## src/rtl/float_class_pkg.sv

```systemverilog
// Shared constants and helpers for the float classifying FIFO.
// Entry layout (MSB..LSB): {sign, exponent, significand, flags[3:0]}.
package float_class_pkg;

  // Number of classification flags carried with each entry.
  localparam int FLAG_W = 4;

  // Bit positions of the classification flags within the flag field.
  localparam int FLAG_ZERO = 0;
  localparam int FLAG_SUB  = 1;
  localparam int FLAG_INF  = 2;
  localparam int FLAG_NAN  = 3;

  // Widest exponent field the all-ones helper can inspect.
  localparam int MAX_EXP_W = 64;

  // Packed float word width: sign + exponent + significand.
  function automatic int word_width(input int exp_w, input int sig_w);
    return 1 + exp_w + sig_w;
  endfunction

  // Stored entry width: packed word plus the classification flags.
  function automatic int entry_width(input int exp_w, input int sig_w);
    return word_width(exp_w, sig_w) + FLAG_W;
  endfunction

  // True when the low exp_w bits of exp_val are all ones.
  function automatic logic exp_all_ones(input logic [MAX_EXP_W-1:0] exp_val,
                                        input int exp_w);
    logic ones;
    ones = 1'b1;
    for (int i = 0; i < MAX_EXP_W; i++) begin
      if (i < exp_w && !exp_val[i]) ones = 1'b0;
    end
    return ones;
  endfunction

endpackage

```

## src/rtl/float_classify.sv

```systemverilog
// Purely combinational field splitter and classifier for one packed float.
// Flags are mutually exclusive; all zero means a normal number.
module float_classify
  import float_class_pkg::*;
#(
  parameter int EXP_W = 8,
  parameter int SIG_W = 23
) (
  input  logic [EXP_W+SIG_W:0] word,
  output logic                 sign,
  output logic [EXP_W-1:0]     exponent,
  output logic [SIG_W-1:0]     significand,
  output logic [FLAG_W-1:0]    flags
);

  logic exp_ones;
  logic exp_zero;
  logic sig_zero;

  assign sign        = word[EXP_W+SIG_W];
  assign exponent    = word[SIG_W +: EXP_W];
  assign significand = word[SIG_W-1:0];

  // Derive the class flags from the exponent/significand extremes.
  always_comb begin
    // NOTE: every output of a combinational block gets a default first so no latch is inferred.
    flags    = '0;
    exp_ones = exp_all_ones(MAX_EXP_W'(exponent), EXP_W);
    exp_zero = (exponent == '0);
    sig_zero = (significand == '0);
    flags[FLAG_ZERO] = exp_zero &  sig_zero;
    flags[FLAG_SUB]  = exp_zero & !sig_zero;
    flags[FLAG_INF]  = exp_ones &  sig_zero;
    flags[FLAG_NAN]  = exp_ones & !sig_zero;
  end

endmodule

```

## src/rtl/float_class_fifo.sv

```systemverilog
// Float classifying FIFO: splits and classifies incoming float words and
// buffers {sign, exponent, significand, flags} in a DEPTH-entry FIFO.
// Optional macro FLOAT_CLASS_FIFO_DONTCARE_ZERO_EN forces the head fields
// and flags to zero while the FIFO is empty.
module float_class_fifo
  import float_class_pkg::*;
#(
  parameter int EXP_W = 8,
  parameter int SIG_W = 23,
  parameter int DEPTH = 4
) (
  input  logic                       clock,
  input  logic                       reset,
  input  logic                       io_flush,
  input  logic                       io_in_valid,
  output logic                       io_in_ready,
  input  logic [EXP_W+SIG_W:0]       io_in_bits,
  output logic                       io_out_valid,
  input  logic                       io_out_ready,
  output logic                       io_out_sign,
  output logic [EXP_W-1:0]           io_out_exponent,
  output logic [SIG_W-1:0]           io_out_significand,
  output logic                       io_out_is_zero,
  output logic                       io_out_is_subnormal,
  output logic                       io_out_is_inf,
  output logic                       io_out_is_nan,
  output logic [$clog2(DEPTH+1)-1:0] io_count
);

  localparam int ENTRY_W = entry_width(EXP_W, SIG_W);
  localparam int PTR_W   = $clog2(DEPTH);
  localparam int CNT_W   = $clog2(DEPTH+1);

  logic [ENTRY_W-1:0] mem [DEPTH];
  logic [PTR_W-1:0]   wr_ptr;
  logic [PTR_W-1:0]   rd_ptr;
  logic [CNT_W-1:0]   count;

  logic               in_sign;
  logic [EXP_W-1:0]   in_exponent;
  logic [SIG_W-1:0]   in_significand;
  logic [FLAG_W-1:0]  in_flags;
  logic               push;
  logic               pop;
  logic [ENTRY_W-1:0] head;
  logic [ENTRY_W-1:0] head_vis;

  float_classify #(
    .EXP_W(EXP_W),
    .SIG_W(SIG_W)
  ) u_classify (
    .word       (io_in_bits),
    .sign       (in_sign),
    .exponent   (in_exponent),
    .significand(in_significand),
    .flags      (in_flags)
  );

  assign io_in_ready  = (count != CNT_W'(DEPTH));
  assign io_out_valid = (count != '0);
  assign push         = io_in_valid & io_in_ready & ~io_flush;
  assign pop          = io_out_valid & io_out_ready & ~io_flush;
  assign io_count     = count;

  // Pointer and occupancy bookkeeping; flush wins over any push or pop.
  always_ff @(posedge clock or posedge reset) begin
    if (reset) begin
      wr_ptr <= '0;
      rd_ptr <= '0;
      count  <= '0;
    end else if (io_flush) begin
      wr_ptr <= '0;
      rd_ptr <= '0;
      count  <= '0;
    end else begin
      if (push) wr_ptr <= wr_ptr + PTR_W'(1);
      if (pop)  rd_ptr <= rd_ptr + PTR_W'(1);
      unique case ({push, pop})
        2'b10:   count <= count + CNT_W'(1);
        2'b01:   count <= count - CNT_W'(1);
        default: count <= count;
      endcase
    end
  end

  // Entry storage write port.
  // NOTE: the storage array has no reset; validity is tracked by count alone.
  always_ff @(posedge clock) begin
    if (push) mem[wr_ptr] <= {in_sign, in_exponent, in_significand, in_flags};
  end

  assign head = mem[rd_ptr];

`ifdef FLOAT_CLASS_FIFO_DONTCARE_ZERO_EN
  assign head_vis = io_out_valid ? head : '0;
`else
  assign head_vis = head;
`endif

  assign io_out_sign         = head_vis[ENTRY_W-1];
  assign io_out_exponent     = head_vis[FLAG_W+SIG_W +: EXP_W];
  assign io_out_significand  = head_vis[FLAG_W +: SIG_W];
  assign io_out_is_zero      = head_vis[FLAG_ZERO];
  assign io_out_is_subnormal = head_vis[FLAG_SUB];
  assign io_out_is_inf       = head_vis[FLAG_INF];
  assign io_out_is_nan       = head_vis[FLAG_NAN];

endmodule

```

## config.mk

```make
export PLATFORM = sky130hd
export DESIGN_NAME = float_class_fifo
export DESIGN_NICKNAME = d
export VERILOG_FILES = /design/src/rtl/float_class_pkg.sv /design/src/rtl/float_classify.sv /design/src/rtl/float_class_fifo.sv
export SDC_FILE = /design/constraint.sdc
export NUM_CORES = 1
export LEC_CHECK = 0
export ABC_AREA = 1
export CORE_AREA = 2 2 101 141
export CTS_CLUSTER_DIAMETER = 150
export CTS_CLUSTER_SIZE = 12
export DETAILED_ROUTE_END_ITERATION = 10
export DIE_AREA = 0 0 103 143
export GPL_TIMING_DRIVEN = 0
export PLACE_DENSITY = 0.63
export RECOVER_POWER = 25
export SYNTH_ARGS = -nofsm -noshare
export SYNTH_HDL_FRONTEND = slang
export SYNTH_SLANG_ARGS = --single-unit
```

## constraint.sdc

```tcl
create_clock -name clock -period 3.4 [get_ports clock]
set_input_delay 0.68 -clock clock [delete_from_list [all_inputs] [get_ports clock]]
set_output_delay 0.68 -clock clock [all_outputs]
set_load 0.01 [all_outputs]
```

==> results of run 1 <==
cells by family (layout without fill, tap and decap cells):
family,count (synthesis),after routing
buf+inv,43,155
fa+ha+maj,5,5
flops,151,151
compound gates,116,116
xor+xnor,1,1
simple gates,133,133
through the flow:
stage / setup TNS, ps / hold slack [ps]
after global routing: 0 / 611
after global placement: -192010 / 552
after floorplan: 0 / 483
final: 0 / 574
after detailed placement: 0 / 575
after CTS: 0 / 495
how the worst max path moves through the flow:
stage / startpoint / end
final: rd_ptr[0] / io_out_significand[9]
after global routing: rd_ptr[0] / io_out_significand[9]
after CTS: rd_ptr[0] / io_out_significand[9]
after detailed placement: io_flush / mem[3][18]
after global placement: io_flush / mem[3][16]
after floorplan: io_flush / mem[0][0]
cell usage in the layout (no fill, tap or decap), drive strengths merged:
cell type	instances
nand4	2
clkinv	7
edfxtp	144
nor2	94
o21ai	76
bufinv	2
dfrtp	7
a21oi	3
buf	15
clkbuf	30
nor3	1
fa	1
nand3	5
clkdlybuf4s50	55
a21boi	1
inv	20
dlygate4sd3	22
o22ai	36
clkinvlp	4
nor4	2
xnor2	1
ha	4
nand2	29
cell type report:
class,instances,share of cell area [%]
flip-flops and latches,151,59.0
repair buffers,81,11.3
clock inverters,13,1.76
multi-input cells,255,16.9
well taps,182,2.99
clock buffers,18,5.63
plain buffers,23,1.46
inverters,20,1.02
routing by layer:
| metal | track usage, % | routed length, µm | vias up |
|---|---|---|---|
| li1 | - | - | 1845 |
| met1 | 22.3 | 5070 | 1892 |
| met2 | 33.4 | 7310 | 131 |
| met3 | 4.70 | 772 | 22 |
| met4 | 8.03 | 263 | 0 |
| met5 | 0 | 0 | - |
sequential cells by signal, summed over array words and instances (netlist names):
register  flops
io_count      3
mem         144
rd_ptr        2
wr_ptr        2
critical path: cells and delay by family (launching register included):
family / cells / cell delay (ps)
buffers and inverters: 4 / 1260
AOI/OAI and AO/OA: 2 / 410
DFF: 1 / 380
power groups by stage:
stage	Combinational (mW)	Clock [mW]	Sequential [mW]
finish	1.42	1.78	2.22
global route	1.55	1.89	2.23
CTS	1.45	1.81	2.22
detailed placement	1.44	0	2.26
global placement	1.39	0	2.26
floorplan	0.683	0	2.26
==> metrics.json, run 1 <==
{
  "sw_frac_of_total": {"value": 28.8, "unit": "%"},
  "synth_top_family_by_area": {"value": "compound AO/OA/AOI/OAI gates"},
  "regToRegSetupSlack": {"value": 1300, "unit": "ps"},
  "dpl_cell_area": {"value": 7060, "unit": "µm²"},
  "critical_path_start_end_classification": {"value": "reg2out"},
  "worst-endpoint-required": {"value": 2720, "unit": "ps"},
  "total_leakage_power": {"value": 2.62, "unit": "nW"},
  "run_status": {"value": "completed"},
  "hold_viol_final": {"value": 0},
  "syn2layout_area_growth": {"value": 28.3, "unit": "%"},
  "largest_buffer_count_on_any_clock_path": {"value": 2},
  "vdd.ir_drop.worst": {"value": 0.365, "unit": "mV"},
  "track_usage": {"value": 19.2, "unit": "%"},
  "final_util": {"value": 56.9, "unit": "%"},
  "postSynthNetCount": {"value": 491},
  "drt_iter0_markers": {"value": 264},
  "synthesis.instances": {"value": 449},
  "crit_chain": {"value": "buf_4 -> inv_4 -> clkbuf_1 -> o21ai_0 -> o22ai_1 -> clkdlybuf4s50_1"},
  "netlist.area_leader.share": {"value": 72.8, "unit": "%"},
  "ys_async_sr_fraction": {"value": 4.64, "unit": "%"},
  "worstSetupEndpointType": {"value": "primary output"},
  "crit_path_max_fanout": {"value": 10},
  "switching_power": {"value": 1.56, "unit": "mW"},
  "netlist_top_cells_count": {"value": "sky130_fd_sc_hd__edfxtp_1 (144), sky130_fd_sc_hd__nor2_1 (92), sky130_fd_sc_hd__o21ai_0 (73), sky130_fd_sc_hd__o22ai_1 (36), sky130_fd_sc_hd__nand2_1 (22)"},
  "row_count": {"value": 50},
  "stdcell_area": {"value": 7620, "unit": "µm²"},
  "stdcell_count": {"value": 743},
  "synthXorXnorAreaFrac": {"value": 0.147, "unit": "%"},
  "die_y": {"value": 143, "unit": "µm"},
  "place_congestion": {"value": 0.773},
  "hold_path_startpoint": {"value": "wr_ptr[0]"},
  "maxCapViolations": {"value": 0},
  "layout.filler_cells": {"value": 1109},
  "reg2reg_depth": {"value": 5},
  "grt_first_pass_wirelength": {"value": 20500, "unit": "µm"},
  "rr_startpoint": {"value": "io_count[0]"},
  "layout.nets": {"value": 591},
  "power_frac_seq": {"value": 40.9, "unit": "%"},
  "numPlacedInstances": {"value": 712},
  "synth_most_common_cell": {"value": "sky130_fd_sc_hd__edfxtp_1"},
  "whs_endpoint": {"value": "wr_ptr[0]"},
  "tritoncts.num_buffers": {"value": 17},
  "cts_setup_buffers": {"value": 0},
  "basic_gate_share_of_the_synthesized_area_counting_and_or_nand_and_nor_cells": {"value": 9.16, "unit": "%"},
  "netlist_area": {"value": 5940, "unit": "µm²"},
  "worst_setup_path_start_kind": {"value": "flip-flop"},
  "grt_antenna_before_repair": {"value": 0},
  "core": {"value": 13400, "unit": "µm²"},
  "rr_endpoint": {"value": "mem[3][13]"},
  "antenna_nets_post_route": {"value": 0},
  "syn_area_per_cell": {"value": 13.2, "unit": "µm²"},
  "drive_gt1_share": {"value": 11.2, "unit": "%"},
  "cts_root_buf": {"value": "sky130_fd_sc_hd__clkbuf_16"},
  "synth_top_cells_by_area": {"value": "sky130_fd_sc_hd__edfxtp_1 (73%), sky130_fd_sc_hd__o21ai_0 (6.1%), sky130_fd_sc_hd__nor2_1 (5.8%)"},
  "floorplan.io_pins": {"value": 78},
  "combPwrFrac": {"value": 26.2, "unit": "%"},
  "period_share": {"value": 92.3, "unit": "%"},
  "cts_tree": {"value": "yes"},
  "floorplan.die_area": {"value": 14700, "unit": "µm²"},
  "fp.dieW": {"value": 103, "unit": "µm"},
  "multi_input_area": {"value": 1280, "unit": "µm²"},
  "synth.largest_area_cell": {"value": "sky130_fd_sc_hd__edfxtp_1"},
  "seq_area": {"value": 4500, "unit": "µm²"},
  "yosysSeqAreaShare": {"value": 75.7, "unit": "%"},
  "totalWireLength": {"value": 13400, "unit": "µm"},
  "relSlewSlack": {"value": 50.6, "unit": "%"},
  "synth-compound-area-share": {"value": 10.6, "unit": "%"},
  "clock_share_of_power": {"value": 32.8, "unit": "%"},
  "clock.fmax": {"value": 0.319, "unit": "GHz"},
  "avgViaCountPerCell": {"value": 5.24},
  "synth_fa_ha_area_share": {"value": 1.18, "unit": "%"},
  "post_synth_num_cell_types": {"value": 28},
  "n_antenna_cell": {"value": 0},
  "cts.sinks": {"value": 151},
  "timing.critical_path.slowest_cell_delay": {"value": 590, "unit": "ps"},
  "synth_flop_cell": {"value": "sky130_fd_sc_hd__edfxtp_1"},
  "place_hpwl": {"value": 8600, "unit": "µm"},
  "start_util": {"value": 44.4, "unit": "%"},
  "vias_in_the_first_global_route": {"value": 4029},
  "rsz_0062_raised_after_global_routing": {"value": "no"},
  "finalWorstSetupSlack": {"value": 261, "unit": "ps"},
  "synth.yosys.warnings": {"value": 0},
  "cts.clk_slew.worst_paths": {"value": 60, "unit": "ps"},
  "synth-edff-count": {"value": 144},
  "wl_per_cell": {"value": 18.0, "unit": "µm"},
  "powerDensity": {"value": 712, "unit": "nW/µm²"},
  "synth.mux.area_fraction": {"value": 0, "unit": "%"},
  "clkLatencyLatePin": {"value": 410, "unit": "ps"},
  "cts-resized-gates": {"value": 0},
  "drc": {"value": 0},
  "hold_path.class": {"value": "reg2reg"},
  "setup-violations-final": {"value": 0},
  "worst_slew_pin_slew": {"value": 739, "unit": "ps"},
  "intPower": {"value": 3.86, "unit": "mW"},
  "total_design_power": {"value": 5.42, "unit": "mW"},
  "fin_worst_skew": {"value": 7.63, "unit": "ps"},
  "timing.final.max_slew_violations": {"value": 0},
  "grt.overflow.total": {"value": 0},
  "grt_start_max_net_pins": {"value": 27},
  "pre_cts_slack": {"value": 499, "unit": "ps"},
  "hold_path_depth": {"value": 1},
  "synth.ff_latch_count": {"value": 151},
  "io_buffers": {"value": 77},
  "via_count": {"value": 3890},
  "worst_path_max_delay_cell": {"value": "sky130_fd_sc_hd__clkdlybuf4s50_1"},
  "cp_data_arrival_time": {"value": 2460, "unit": "ps"},
  "postCtsHoldBufs": {"value": 0},
  "drt-pass1-iter-count": {"value": 4},
  "cts_max_level": {"value": 4},
  "period_minus_slack": {"value": 3140, "unit": "ps"}
}
Note: power is estimated with default switching activity, not from simulation.
==> run 2: changes to the inputs <==
CORE_AREA = 2 2 118 120   (was 2 2 101 141)
DIE_AREA = 0 0 120 122   (was 0 0 103 143)
PLACE_DENSITY = 0.64   (was 0.63)
==> metrics.json, run 2 (same netlist as run 1, synthesis figures left out) <==
{
  "start_util": {"value": 44.0, "unit": "%", "change": "-0.38 points"},
  "worst_slew_pin_slew": {"value": 710, "unit": "ps", "change": "-28.9 ps"},
  "drt-pass1-iter-count": {"value": 4, "change": "unchanged"},
  "pre_cts_slack": {"value": 591, "unit": "ps", "change": "+91.9 ps"},
  "worst_setup_path_start_kind": {"value": "flip-flop"},
  "rr_startpoint": {"value": "io_count[0]"},
  "total_leakage_power": {"value": 2.64, "unit": "nW", "change": "+0.80%"},
  "multi_input_area": {"value": 1280, "unit": "µm²", "change": "unchanged"},
  "core": {"value": 13500, "unit": "µm²", "change": "+0.87%"},
  "row_count": {"value": 43, "change": "-14%"},
  "clkLatencyLatePin": {"value": 410, "unit": "ps", "change": "about the same"},
  "vias_in_the_first_global_route": {"value": 3816, "change": "-5.3%"},
  "antenna_nets_post_route": {"value": 0, "change": "unchanged"},
  "regMostFlops": {"value": "mem"},
  "worstSetupEndpointType": {"value": "primary output"},
  "intPower": {"value": 3.86, "unit": "mW", "change": "about the same"},
  "cts_root_buf": {"value": "sky130_fd_sc_hd__clkbuf_16"},
  "final_util": {"value": 56.5, "unit": "%", "change": "-0.46 points"},
  "layout.nets": {"value": 591, "change": "unchanged"},
  "sw_frac_of_total": {"value": 28.4, "unit": "%", "change": "-0.42 points"},
  "postCtsHoldBufs": {"value": 0, "change": "unchanged"},
  "powerDensity": {"value": 708, "unit": "nW/µm²", "change": "-0.58%"},
  "layout.cells.most_common_list": {"value": "sky130_fd_sc_hd__edfxtp_1 (144), sky130_fd_sc_hd__nor2_1 (88), sky130_fd_sc_hd__o21ai_0 (73)"},
  "stdcell_area": {"value": 7630, "unit": "µm²", "change": "about the same"},
  "drc": {"value": 0, "change": "unchanged"},
  "grt_first_pass_wirelength": {"value": 20000, "unit": "µm", "change": "-2.3%"},
  "critical_path_start_end_classification": {"value": "reg2out"},
  "tritoncts.num_buffers": {"value": 17, "change": "unchanged"},
  "grt_antenna_before_repair": {"value": 0, "change": "unchanged"},
  "vdd.ir_drop.worst": {"value": 0.334, "unit": "mV", "change": "-8.5%"},
  "combPwrFrac": {"value": 26.1, "unit": "%", "change": "about the same"},
  "maxCapViolations": {"value": 0, "change": "unchanged"},
  "drt_iter0_markers": {"value": 306, "change": "+16%"},
  "fp.dieW": {"value": 120, "unit": "µm", "change": "+17%"},
  "dpl_cell_area": {"value": 7060, "unit": "µm²", "change": "about the same"},
  "syn2layout_area_growth": {"value": 28.3, "unit": "%", "change": "about the same"},
  "fin_worst_skew": {"value": 4.07, "unit": "ps", "change": "-3.56 ps"},
  "cp_data_arrival_time": {"value": 2500, "unit": "ps", "change": "+40 ps"},
  "cts_max_level": {"value": 4, "change": "unchanged"},
  "cts_tree": {"value": "yes"},
  "io_buffers": {"value": 77, "change": "unchanged"},
  "wl_per_cell": {"value": 17.5, "unit": "µm", "change": "-3.2%"},
  "run_status": {"value": "completed"},
  "clock_share_of_power": {"value": 32.7, "unit": "%", "change": "about the same"},
  "floorplan.io_pins": {"value": 78, "change": "unchanged"},
  "numPlacedInstances": {"value": 710, "change": "-0.28%"},
  "track_usage": {"value": 18.6, "unit": "%", "change": "-0.54 points"},
  "cts.clk_slew.worst_paths": {"value": 60, "unit": "ps", "change": "about the same"},
  "period_minus_slack": {"value": 3180, "unit": "ps", "change": "+41.4 ps"},
  "hold_path.class": {"value": "reg2reg"},
  "crit_path_max_fanout": {"value": 10, "change": "unchanged"},
  "die_y": {"value": 122, "unit": "µm", "change": "-15%"},
  "avgViaCountPerCell": {"value": 5.20, "change": "-0.59%"},
  "cts.sinks": {"value": 151, "change": "unchanged"},
  "place_congestion": {"value": 0.782, "change": "+1.0%"},
  "worst-endpoint-required": {"value": 2720, "unit": "ps", "change": "about the same"},
  "clock.fmax": {"value": 0.314, "unit": "GHz", "change": "-1.3%"},
  "setup-violations-final": {"value": 0, "change": "unchanged"},
  "totalWireLength": {"value": 13000, "unit": "µm", "change": "-3.4%"},
  "relSlewSlack": {"value": 52.6, "unit": "%", "change": "+1.9 points"},
  "seq_area": {"value": 4500, "unit": "µm²", "change": "unchanged"},
  "startpoint": {"value": "rd_ptr[0]"},
  "floorplan.die_area": {"value": 14600, "unit": "µm²", "change": "-0.60%"},
  "largest_reg_flops": {"value": 144, "change": "unchanged"},
  "switching_power": {"value": 1.53, "unit": "mW", "change": "-2.0%"},
  "timing.final.max_slew_violations": {"value": 0, "change": "unchanged"},
  "hold_viol_final": {"value": 0, "change": "unchanged"},
  "n_antenna_cell": {"value": 0, "change": "unchanged"},
  "drive_gt1_share": {"value": 11.6, "unit": "%", "change": "+0.34 points"},
  "totalNegativeSetupSlack": {"value": 0, "unit": "ps", "change": "unchanged"},
  "hold_path_startpoint": {"value": "io_count[0]"},
  "via_count": {"value": 3862, "change": "-0.72%"},
  "stdcell_count": {"value": 742, "change": "-0.13%"},
  "rsz_0062_raised_after_global_routing": {"value": "no"},
  "place_hpwl": {"value": 8310, "unit": "µm", "change": "-3.5%"},
  "layout.filler_cells": {"value": 1092, "change": "-1.5%"},
  "cts_setup_buffers": {"value": 0, "change": "unchanged"},
  "final_common_cell": {"value": "sky130_fd_sc_hd__edfxtp_1"},
  "grt.overflow.total": {"value": 0, "change": "unchanged"},
  "grt_start_max_net_pins": {"value": 26, "change": "-3.7%"},
  "largest_buffer_count_on_any_clock_path": {"value": 2, "change": "unchanged"},
  "cts-resized-gates": {"value": 0, "change": "unchanged"},
  "power_frac_seq": {"value": 41.1, "unit": "%", "change": "+0.2 points"},
  "finalWorstSetupSlack": {"value": 219, "unit": "ps", "change": "-41.4 ps"},
  "period_share": {"value": 93.5, "unit": "%", "change": "+1.2 points"}
}
-- run 2: cell count changes in the layout (fill, tap and decap cells not counted), sizes merged --
| cell | change |
|---|---|
| clkinvlp | -3 |
| clkdlybuf4s50 | +1 |
| inv | +1 |
| dlygate4sd3 | -1 |
| clkinv | +3 |
-- run 2: worst max-delay path, stage by stage, from the launching register on --
cell and delay [ps]:
sky130_fd_sc_hd__dfrtp_1 380, sky130_fd_sc_hd__buf_4 180, sky130_fd_sc_hd__inv_4 120, sky130_fd_sc_hd__clkbuf_1 430, sky130_fd_sc_hd__o21ai_0 190, sky130_fd_sc_hd__o22ai_1 200
sky130_fd_sc_hd__clkdlybuf4s50_1 590
-- run 2: path summary, 6_finish.rpt --
kind                                                to  slack, ps  depth (start not counted)
worst max-delay path            io_out_significand[20]        220                          6
worst min-delay path                       io_count[0]        570                          1
worst max register to register              mem[2][15]       1370                          5
worst min register to register             io_count[0]        570                          1
max in group asynchronous                    wr_ptr[0]       2510                          2
min in group asynchronous                    rd_ptr[0]        660                          2
-- run 2: layer usage --
layer	vias to the layer above	part of all wire (%)	track usage, %
met5	-	0	0
met4	0	2.4	8.68
met3	26	5.0	4.59
met2	124	49	30.3
met1	1874	44	23.7
li1	1838	-	-
-- run 2: per-stage QoR --
stage,hold slack [ps],power [mW]
final,569,5.40
after global routing,597,5.64
after CTS,511,5.45
after detailed placement,563,3.69
after global placement,537,3.65
after floorplan,483,2.94
-- run 2: final cells by class --
type                       instances  area share, %
sequential                       151           59.0
multi-input combinational        255           16.8
clock inverter                    14           1.74
timing repair buffer              81           11.4
tap                              180           2.95
buffer                            23           1.46
inverter                          20           1.02
clock buffer                      18           5.63
-- run 2: power groups by stage --
stage,Sequential (mW),Combinational [mW],Clock (mW)
finish,2.22,1.41,1.77
global route,2.23,1.54,1.86
CTS,2.22,1.44,1.79
detailed placement,2.26,1.43,0
global placement,2.26,1.38,0
floorplan,2.26,0.683,0
==> run 3: changes to the inputs <==
SKIP_CTS_REPAIR_TIMING = 1   (was unset)
==> results of run 3 <==
Same layout as run 2: the final DEF is identical, and so are final timing and power.
